### src/rtl/block_mover_pkg.sv
// block_mover_pkg
// Shared definitions for the block mover: default widths, the transfer
// state enumeration and the BLCK_SECTION field encodings.
package block_mover_pkg;

  localparam int ADDR_W_DEF = 12;
  localparam int DATA_W_DEF = 32;
  localparam int CNT_W_DEF  = 6;

  // Bit positions inside BLCK_SECTION.
  localparam int SEC_DIR_BIT = 0;
  localparam int SEC_DEV_BIT = 1;

  // Transfer direction carried by BLCK_SECTION[SEC_DIR_BIT].
  typedef enum logic {
    DIR_DEV2MEM = 1'b0,
    DIR_MEM2DEV = 1'b1
  } dir_t;

  typedef enum logic [2:0] {
    ST_IDLE,
    ST_MRD,
    ST_MWAIT,
    ST_DOUT,
    ST_DIN,
    ST_MWR,
    ST_DONE
  } state_t;

endpackage

### src/rtl/block_mover_issue_toggle_det.sv
// issue_toggle_det
// Turns the toggle-encoded BLCK_ISSUE strobe into a one-cycle command pulse.
// A registered copy of the strobe is refreshed every cycle; any difference
// between the live input and the copy is one command.
// Ports:
//   CLK       clock, rising edge
//   RST       asynchronous active-high reset (copy cleared to 0)
//   issue     toggle strobe
//   cmd_pulse high for the cycle in which issue differs from its copy
module issue_toggle_det (
  input  logic CLK,
  input  logic RST,
  input  logic issue,
  output logic cmd_pulse
);

  logic issue_q;

  // NOTE: clocked state is always assigned with <= so every flop samples
  // pre-edge values regardless of process evaluation order.
  always_ff @(posedge CLK or posedge RST) begin
    if (RST) issue_q <= 1'b0;
    else     issue_q <= issue;
  end

  // Copy resets to 0, so an issue line already high at reset release is
  // seen as one command in the first cycle.
  assign cmd_pulse = issue ^ issue_q;

endmodule

### src/rtl/block_mover.sv
// block_mover
// Moves a block of words between word-addressed memory and a streaming
// device. A command (toggle on BLCK_ISSUE) is accepted only in IDLE; the
// parameters are latched and the FSM walks one word at a time until the
// requested count is reached, the device reports an error, or BLCK_ABORT
// forces termination. DONE lasts one cycle and raises BLCK_IRQ.
// Ports:
//   CLK, RST                 clock / async active-high reset
//   BLCK_ISSUE               toggle command strobe
//   BLCK_START               first memory word address
//   BLCK_COUNT_REQ           words to move
//   BLCK_SECTION             [0] direction (1 mem->dev), [1] device select
//   BLCK_ABORT               level abort request
//   BLCK_WORKING             command in progress (including DONE cycle)
//   BLCK_COUNT_SENT          words completed in current/last command
//   BLCK_IRQ                 one-cycle completion pulse
//   BLCK_ABRUPT_STOP         last command ended by abort
//   BLCK_FRDRAM_DEVERR       last command ended by device error
//   MEM_*                    memory port, read data valid one cycle after MEM_RE
//   DEV_SEL, DEV_OUT_*       device select and outbound valid/ready stream
//   DEV_IN_*                 inbound valid/ready stream with error flag
module block_mover
  import block_mover_pkg::*;
#(
  parameter int ADDR_W = ADDR_W_DEF,
  parameter int DATA_W = DATA_W_DEF,
  parameter int CNT_W  = CNT_W_DEF
) (
  input  logic              CLK,
  input  logic              RST,
  input  logic              BLCK_ISSUE,
  input  logic [ADDR_W-1:0] BLCK_START,
  input  logic [CNT_W-1:0]  BLCK_COUNT_REQ,
  input  logic [1:0]        BLCK_SECTION,
  input  logic              BLCK_ABORT,
  output logic              BLCK_WORKING,
  output logic [CNT_W-1:0]  BLCK_COUNT_SENT,
  output logic              BLCK_IRQ,
  output logic              BLCK_ABRUPT_STOP,
  output logic              BLCK_FRDRAM_DEVERR,
  output logic [ADDR_W-1:0] MEM_ADDR,
  output logic              MEM_RE,
  input  logic [DATA_W-1:0] MEM_RDATA,
  output logic              MEM_WE,
  output logic [DATA_W-1:0] MEM_WDATA,
  output logic              DEV_SEL,
  output logic [DATA_W-1:0] DEV_OUT_DATA,
  output logic              DEV_OUT_VALID,
  input  logic              DEV_OUT_READY,
  input  logic [DATA_W-1:0] DEV_IN_DATA,
  input  logic              DEV_IN_VALID,
  output logic              DEV_IN_READY,
  input  logic              DEV_IN_ERR
);

  state_t state, state_nxt;

  logic              cmd_pulse;
  logic [ADDR_W-1:0] start_q;
  logic [CNT_W-1:0]  count_req_q;
  logic [CNT_W-1:0]  count_sent_q;
  logic [CNT_W-1:0]  count_inc;
  logic              dev_sel_q;
  logic [DATA_W-1:0] data_q;
  logic              abrupt_q;
  logic              deverr_q;

  logic last_word;
  logic abort_hit;
  logic accept;
  logic do_inc;
  logic cap_rdata;
  logic cap_din;
  logic set_deverr;

  issue_toggle_det u_issue_det (
    .CLK       (CLK),
    .RST       (RST),
    .issue     (BLCK_ISSUE),
    .cmd_pulse (cmd_pulse)
  );

  assign count_inc = count_sent_q + CNT_W'(1);
  assign last_word = (count_inc == count_req_q);
  // Abort is only meaningful while a transfer is actually moving words.
  assign abort_hit = BLCK_ABORT && (state != ST_IDLE) && (state != ST_DONE);

  always_ff @(posedge CLK or posedge RST) begin
    if (RST) state <= ST_IDLE;
    else     state <= state_nxt;
  end

  always_comb begin
    // NOTE: every signal written here gets a default first, so no path
    // through the case leaves one unassigned and no latch is inferred.
    state_nxt     = state;
    accept        = 1'b0;
    do_inc        = 1'b0;
    cap_rdata     = 1'b0;
    cap_din       = 1'b0;
    set_deverr    = 1'b0;
    MEM_RE        = 1'b0;
    MEM_WE        = 1'b0;
    DEV_OUT_VALID = 1'b0;
    DEV_IN_READY  = 1'b0;

    if (abort_hit) begin
      // Strobes stay at their defaults: the write or handshake that would
      // have happened this cycle is suppressed, and abort outranks a
      // simultaneous device error.
      state_nxt = ST_DONE;
    end else begin
      unique case (state)
        ST_IDLE: begin
          if (cmd_pulse) begin
            accept = 1'b1;
            if (BLCK_COUNT_REQ == '0)
              state_nxt = ST_DONE;
            else if (dir_t'(BLCK_SECTION[SEC_DIR_BIT]) == DIR_MEM2DEV)
              state_nxt = ST_MRD;
            else
              state_nxt = ST_DIN;
          end
        end
        ST_MRD: begin
          MEM_RE    = 1'b1;
          state_nxt = ST_MWAIT;
        end
        ST_MWAIT: begin
          cap_rdata = 1'b1;
          state_nxt = ST_DOUT;
        end
        ST_DOUT: begin
          DEV_OUT_VALID = 1'b1;
          if (DEV_OUT_READY) begin
            do_inc    = 1'b1;
            state_nxt = last_word ? ST_DONE : ST_MRD;
          end
        end
        ST_DIN: begin
          DEV_IN_READY = 1'b1;
          if (DEV_IN_VALID) begin
            if (DEV_IN_ERR) begin
              set_deverr = 1'b1;
              state_nxt  = ST_DONE;
            end else begin
              cap_din   = 1'b1;
              state_nxt = ST_MWR;
            end
          end
        end
        ST_MWR: begin
          MEM_WE    = 1'b1;
          do_inc    = 1'b1;
          state_nxt = last_word ? ST_DONE : ST_DIN;
        end
        ST_DONE: state_nxt = ST_IDLE;
        default: state_nxt = ST_IDLE;
      endcase
    end
  end

  // NOTE: the datapath registers are plain flops (no RAM), so they are all
  // reset; that also forces MEM_ADDR and DEV_SEL to 0 during reset.
  always_ff @(posedge CLK or posedge RST) begin
    if (RST) begin
      start_q      <= '0;
      count_req_q  <= '0;
      count_sent_q <= '0;
      dev_sel_q    <= 1'b0;
      data_q       <= '0;
      abrupt_q     <= 1'b0;
      deverr_q     <= 1'b0;
    end else begin
      if (accept) begin
        start_q      <= BLCK_START;
        count_req_q  <= BLCK_COUNT_REQ;
        dev_sel_q    <= BLCK_SECTION[SEC_DEV_BIT];
        count_sent_q <= '0;
        abrupt_q     <= 1'b0;
        deverr_q     <= 1'b0;
      end
      if (abort_hit)  abrupt_q     <= 1'b1;
      if (do_inc)     count_sent_q <= count_inc;
      if (cap_rdata)  data_q       <= MEM_RDATA;
      if (cap_din)    data_q       <= DEV_IN_DATA;
      if (set_deverr) deverr_q     <= 1'b1;
    end
  end

  // Address wraps naturally at 2^ADDR_W.
  assign MEM_ADDR           = start_q + ADDR_W'(count_sent_q);
  assign MEM_WDATA          = data_q;
  assign DEV_OUT_DATA       = data_q;
  assign DEV_SEL            = dev_sel_q;
  assign BLCK_WORKING       = (state != ST_IDLE);
  assign BLCK_IRQ           = (state == ST_DONE);
  assign BLCK_COUNT_SENT    = count_sent_q;
  assign BLCK_ABRUPT_STOP   = abrupt_q;
  assign BLCK_FRDRAM_DEVERR = deverr_q;

endmodule

### config.mk
export PLATFORM = sky130hd
export DESIGN_NAME = block_mover
export DESIGN_NICKNAME = d
export VERILOG_FILES = /design/src/rtl/block_mover_pkg.sv /design/src/rtl/block_mover_issue_toggle_det.sv /design/src/rtl/block_mover.sv
export SDC_FILE = /design/constraint.sdc
export NUM_CORES = 1
export LEC_CHECK = 0
export CAP_MARGIN = 5
export CORE_ASPECT_RATIO = 0.9
export CORE_MARGIN = 4
export CORE_UTILIZATION = 41
export DETAILED_ROUTE_END_ITERATION = 6
export GPL_TIMING_DRIVEN = 0
export PLACE_DENSITY = 0.81
export RECOVER_POWER = 25
export SETUP_SLACK_MARGIN = 0.02
export SLEW_MARGIN = 20
export SYNTH_ARGS = -nofsm -noshare
export SYNTH_HDL_FRONTEND = slang
export SYNTH_SLANG_ARGS = --single-unit
### constraint.sdc
create_clock -name CLK -period 3.1 [get_ports CLK]
set_input_delay 0.31 -clock CLK [delete_from_list [all_inputs] [get_ports CLK]]
set_output_delay 0.31 -clock CLK [all_outputs]
set_load 0.03 [all_outputs]
==> flow_metrics.env <==
export IMPL_drt_iter0_drc=140
export IMPL_drtPass1Iterations=4
export IMPL_numClockSinks=63
export IMPL_initial_core_util_pct=42.6
export IMPL_synthArstFlopShare_pct=100
export IMPL_grt_ovfl_total=0
export IMPL_clock_skew_ns=0.00749
export IMPL_path_class="reg2out"
export IMPL_place_congestion=0.864
export IMPL_rsz0062_at_grt="no"
export IMPL_synth_cells=377
export IMPL_cap_violations=0
export IMPL_cts_buffer_depth=2
export IMPL_grt_pass1_vias=3563
export IMPL_cts_buffers=9
export IMPL_grt_antenna_before_repair=0
export IMPL_setup_viol=0
export IMPL_n_antenna_cell=0
export IMPL_die_w_um=108
export IMPL_syn_area_per_cell_um2=9.81
export IMPL_fin_cells=693
export IMPL_ys_warn_count=0
export IMPL_slew_headroom_pct=13.5
export IMPL_drive_above_1_share_pct=14.8
export IMPL_synth_area_um2=3700
export IMPL_core_um2=8690
export IMPL_num_vias=3473
export IMPL_peakVddDrop_v=0.000617
export IMPL_ant_nets=0
export IMPL_ys_seq_elements=63
export IMPL_dp_hpwl_um=9250
export IMPL_nFillCells=685
export IMPL_worstSetupStartpointType="flop"
export IMPL_place_port_buffers=180
export IMPL_h_tree_depth=3
export IMPL_power_density_nw_per_um2=1110
export IMPL_ff_latch_area_um2=1580
export IMPL_postRouteWirelength_um=11700
export IMPL_post_drt_wl_per_cell_um=16.8
export IMPL_fin_crit_sh_pct=93.2
export IMPL_static_leakage_power_nw=2.47
export IMPL_pre_cts_ws_ns=-0.147
export IMPL_track_usage_pct=21.9
export IMPL_synth_edff_count=0
export IMPL_die_h_um=98.1
export IMPL_worst_r2r_setup_slack_ns=0.90
export IMPL_clkLatencyLatePin_ns=0.33
export IMPL_status="finished, final reports clean"
export IMPL_clk_pin_slew_ns=0.07
export IMPL_timing_rr_end="state[1]"
export IMPL_synth_main_ff_cell="dfrtp_1"
export IMPL_viasPerCell=5.01
export IMPL_r2r_start="BLCK_COUNT_SENT[1]"
export IMPL_nets=668
export IMPL_grt_pass1_wl_um=18300
export IMPL_postLayoutCoreUtil_pct=67.7
export IMPL_min_path_type="in2async"
export IMPL_r2r_cells=6
export IMPL_syn_nets=476
export IMPL_placedCellCount=677
export IMPL_die_area_um2=10600
export IMPL_worstMarginPinSlew_ns=1.30
export IMPL_max_freq_mhz=346
export IMPL_cp_max_fo=8
export IMPL_final_cell_area_um2=5880
export IMPL_io_pins=182
export IMPL_finalMaxSlewViolations=0
export IMPL_std_cell_rows=32
export IMPL_cp_end_kind="output port"
export IMPL_multi_input_area_um2=1760
export IMPL_cts_tree="built"
export IMPL_hold_viol=0
export IMPL_ys_seq_area_share_pct=42.6
export IMPL_grt_max_degree=53
export IMPL_placedInstanceArea_um2=5680
export IMPL_drc=0
export IMPL_cp_data_arrival_time_ns=2.58
export IMPL_area_growth_pct=59.0
export IMPL_ys_types=46
export IMPL_cts_root_buffer="clkbuf_8"
export IMPL_cp_required_ns=2.79
export IMPL_min_period_ns=2.89
export IMPL_postCtsSetupBuffers=0
export IMPL_final_setup_worst_slack_ns=0.212
export IMPL_final_setup_tns_ns=0
[layer usage]
metal | up-vias | part of all wire [%] | wire, um | global-route usage, %
li1 | 1675 | - | - | -
met2 | 109 | 54 | 6320 | 39.6
met4 | 0 | 2.0 | 232 | 6.99
met1 | 1667 | 38 | 4480 | 26.2
met3 | 22 | 5.5 | 637 | 3.90
met5 | - | 0 | 0 | 0
[worst max-delay path by stage]
stage / startpoint / end / slack (ns) / cells after the start
2_1_floorplan: BLCK_COUNT_SENT[0] / MEM_ADDR[10] / 0.42 / 8
3_3_place_gp: BLCK_COUNT_SENT[0] / MEM_ADDR[10] / -0.12 / 9
3_5_place_dp: BLCK_COUNT_SENT[0] / MEM_ADDR[10] / -0.15 / 9
4_1_cts: BLCK_COUNT_SENT[0] / MEM_ADDR[10] / 0.05 / 9
5_1_grt: BLCK_COUNT_SENT[0] / MEM_ADDR[6] / 0.08 / 9
6_report: BLCK_COUNT_SENT[0] / MEM_ADDR[10] / 0.21 / 9
[cell usage after synthesis (2+ instances only)]
cell type / instances / area (um2)
a211oi_1: 3 / 22.5
a21o_1: 2 / 15.0
a21oi_1: 37 / 185
and3_1: 3 / 18.8
buf_1: 2 / 7.51
buf_2: 8 / 40.0
buf_4: 32 / 240
clkbuf_1: 9 / 33.8
dfrtp_1: 63 / 1580
ha_1: 7 / 87.6
inv_1: 13 / 48.8
mux2_2: 19 / 214
mux2i_1: 32 / 320
nand2_1: 9 / 33.8
nand2b_1: 5 / 31.3
nand3_1: 9 / 45.0
nand3b_1: 2 / 15.0
nor2_1: 47 / 176
nor2b_1: 3 / 18.8
nor3_1: 7 / 35.0
nor3b_1: 7 / 52.6
nor4_1: 2 / 12.5
o211ai_1: 2 / 15.0
o21ai_0: 16 / 80.1
o21bai_1: 2 / 15.0
o311ai_1: 2 / 17.5
o31ai_1: 3 / 22.5
or4b_2: 2 / 20.0
xnor2_1: 3 / 26.3
xor2_1: 9 / 78.8
xor3_1: 2 / 47.6
[layout by cell type, fill, tap and decap left out, types with 10 or more instances in the layout]
cell               n
nor2_1            47
o21ai_0           15
buf_2             10
clkbuf_1          11
inv_1             12
mux2_2            19
mux2i_1           32
buf_4             32
dfrtp_1           62
a21oi_1           37
clkbuf_8          11
clkdlybuf4s50_1  171
[cell type report]
cell class	instances	share of cell area, %
timing repair buffer	181	30.5
multi-input combinational	250	30.0
sequential	63	26.8
buffer	51	5.47
clock buffer	13	2.70
tap	119	2.53
clock inverter	3	1.11
inverter	13	0.851
[sequential cells by signal, summed over array words and instances (netlist names)]
signal / cells
BLCK_COUNT_SENT: 6
state: 3
BLCK_ABRUPT_STOP: 1
DEV_SEL: 1
count_req_q: 6
start_q: 12
BLCK_FRDRAM_DEVERR: 1
u_issue_det.issue_q: 1
DEV_OUT_DATA: 32
[kinds of logic after synthesis]
family                   after synthesis  synth area share (%)
AND/OR/NAND/NOR                      100                  13.3
AO/OA/AOI/OAI                         77                  12.6
buffers and inverters                 64                  10.0
flip-flops                            63                  42.6
multiplexers                          51                  14.4
XOR/XNOR                              14                  4.13
adder cells (fa/ha/maj)                8                  2.91
[metrics by stage]
step	hold slack, ns	power [mW]
after floorplan	0.341	4.13
after global placement	0.482	5.65
after detailed placement	0.486	5.77
after CTS	0.235	6.59
after global routing	0.469	6.87
final	0.442	6.53
[worst max-delay path, cell delays in order, from the launching register on]
cell	delay, ns
dfrtp_2	0.47
ha_1	0.23
inv_1	0.07
fa_1	0.21
nor2b_1	0.07
o21ai_2	0.15
a21boi_2	0.12
or4b_2	0.62
nand3_1	0.12
buf_2	0.20
[power breakdown]
part / internal (mW) / switching [mW]
sequential: 1.22 / 0.344
clock: 0.497 / 0.317
combinational: 1.93 / 2.22
total: 3.64 / 2.88
[repair_timing]
item                       4_1_cts  5_1_grt
hold buffers                     0        0
hold endpoints to repair         0        0
gates resized for setup         15        6
setup endpoints to repair        7        3
cloned                           0        0
(Power assumes the default switching activity.)
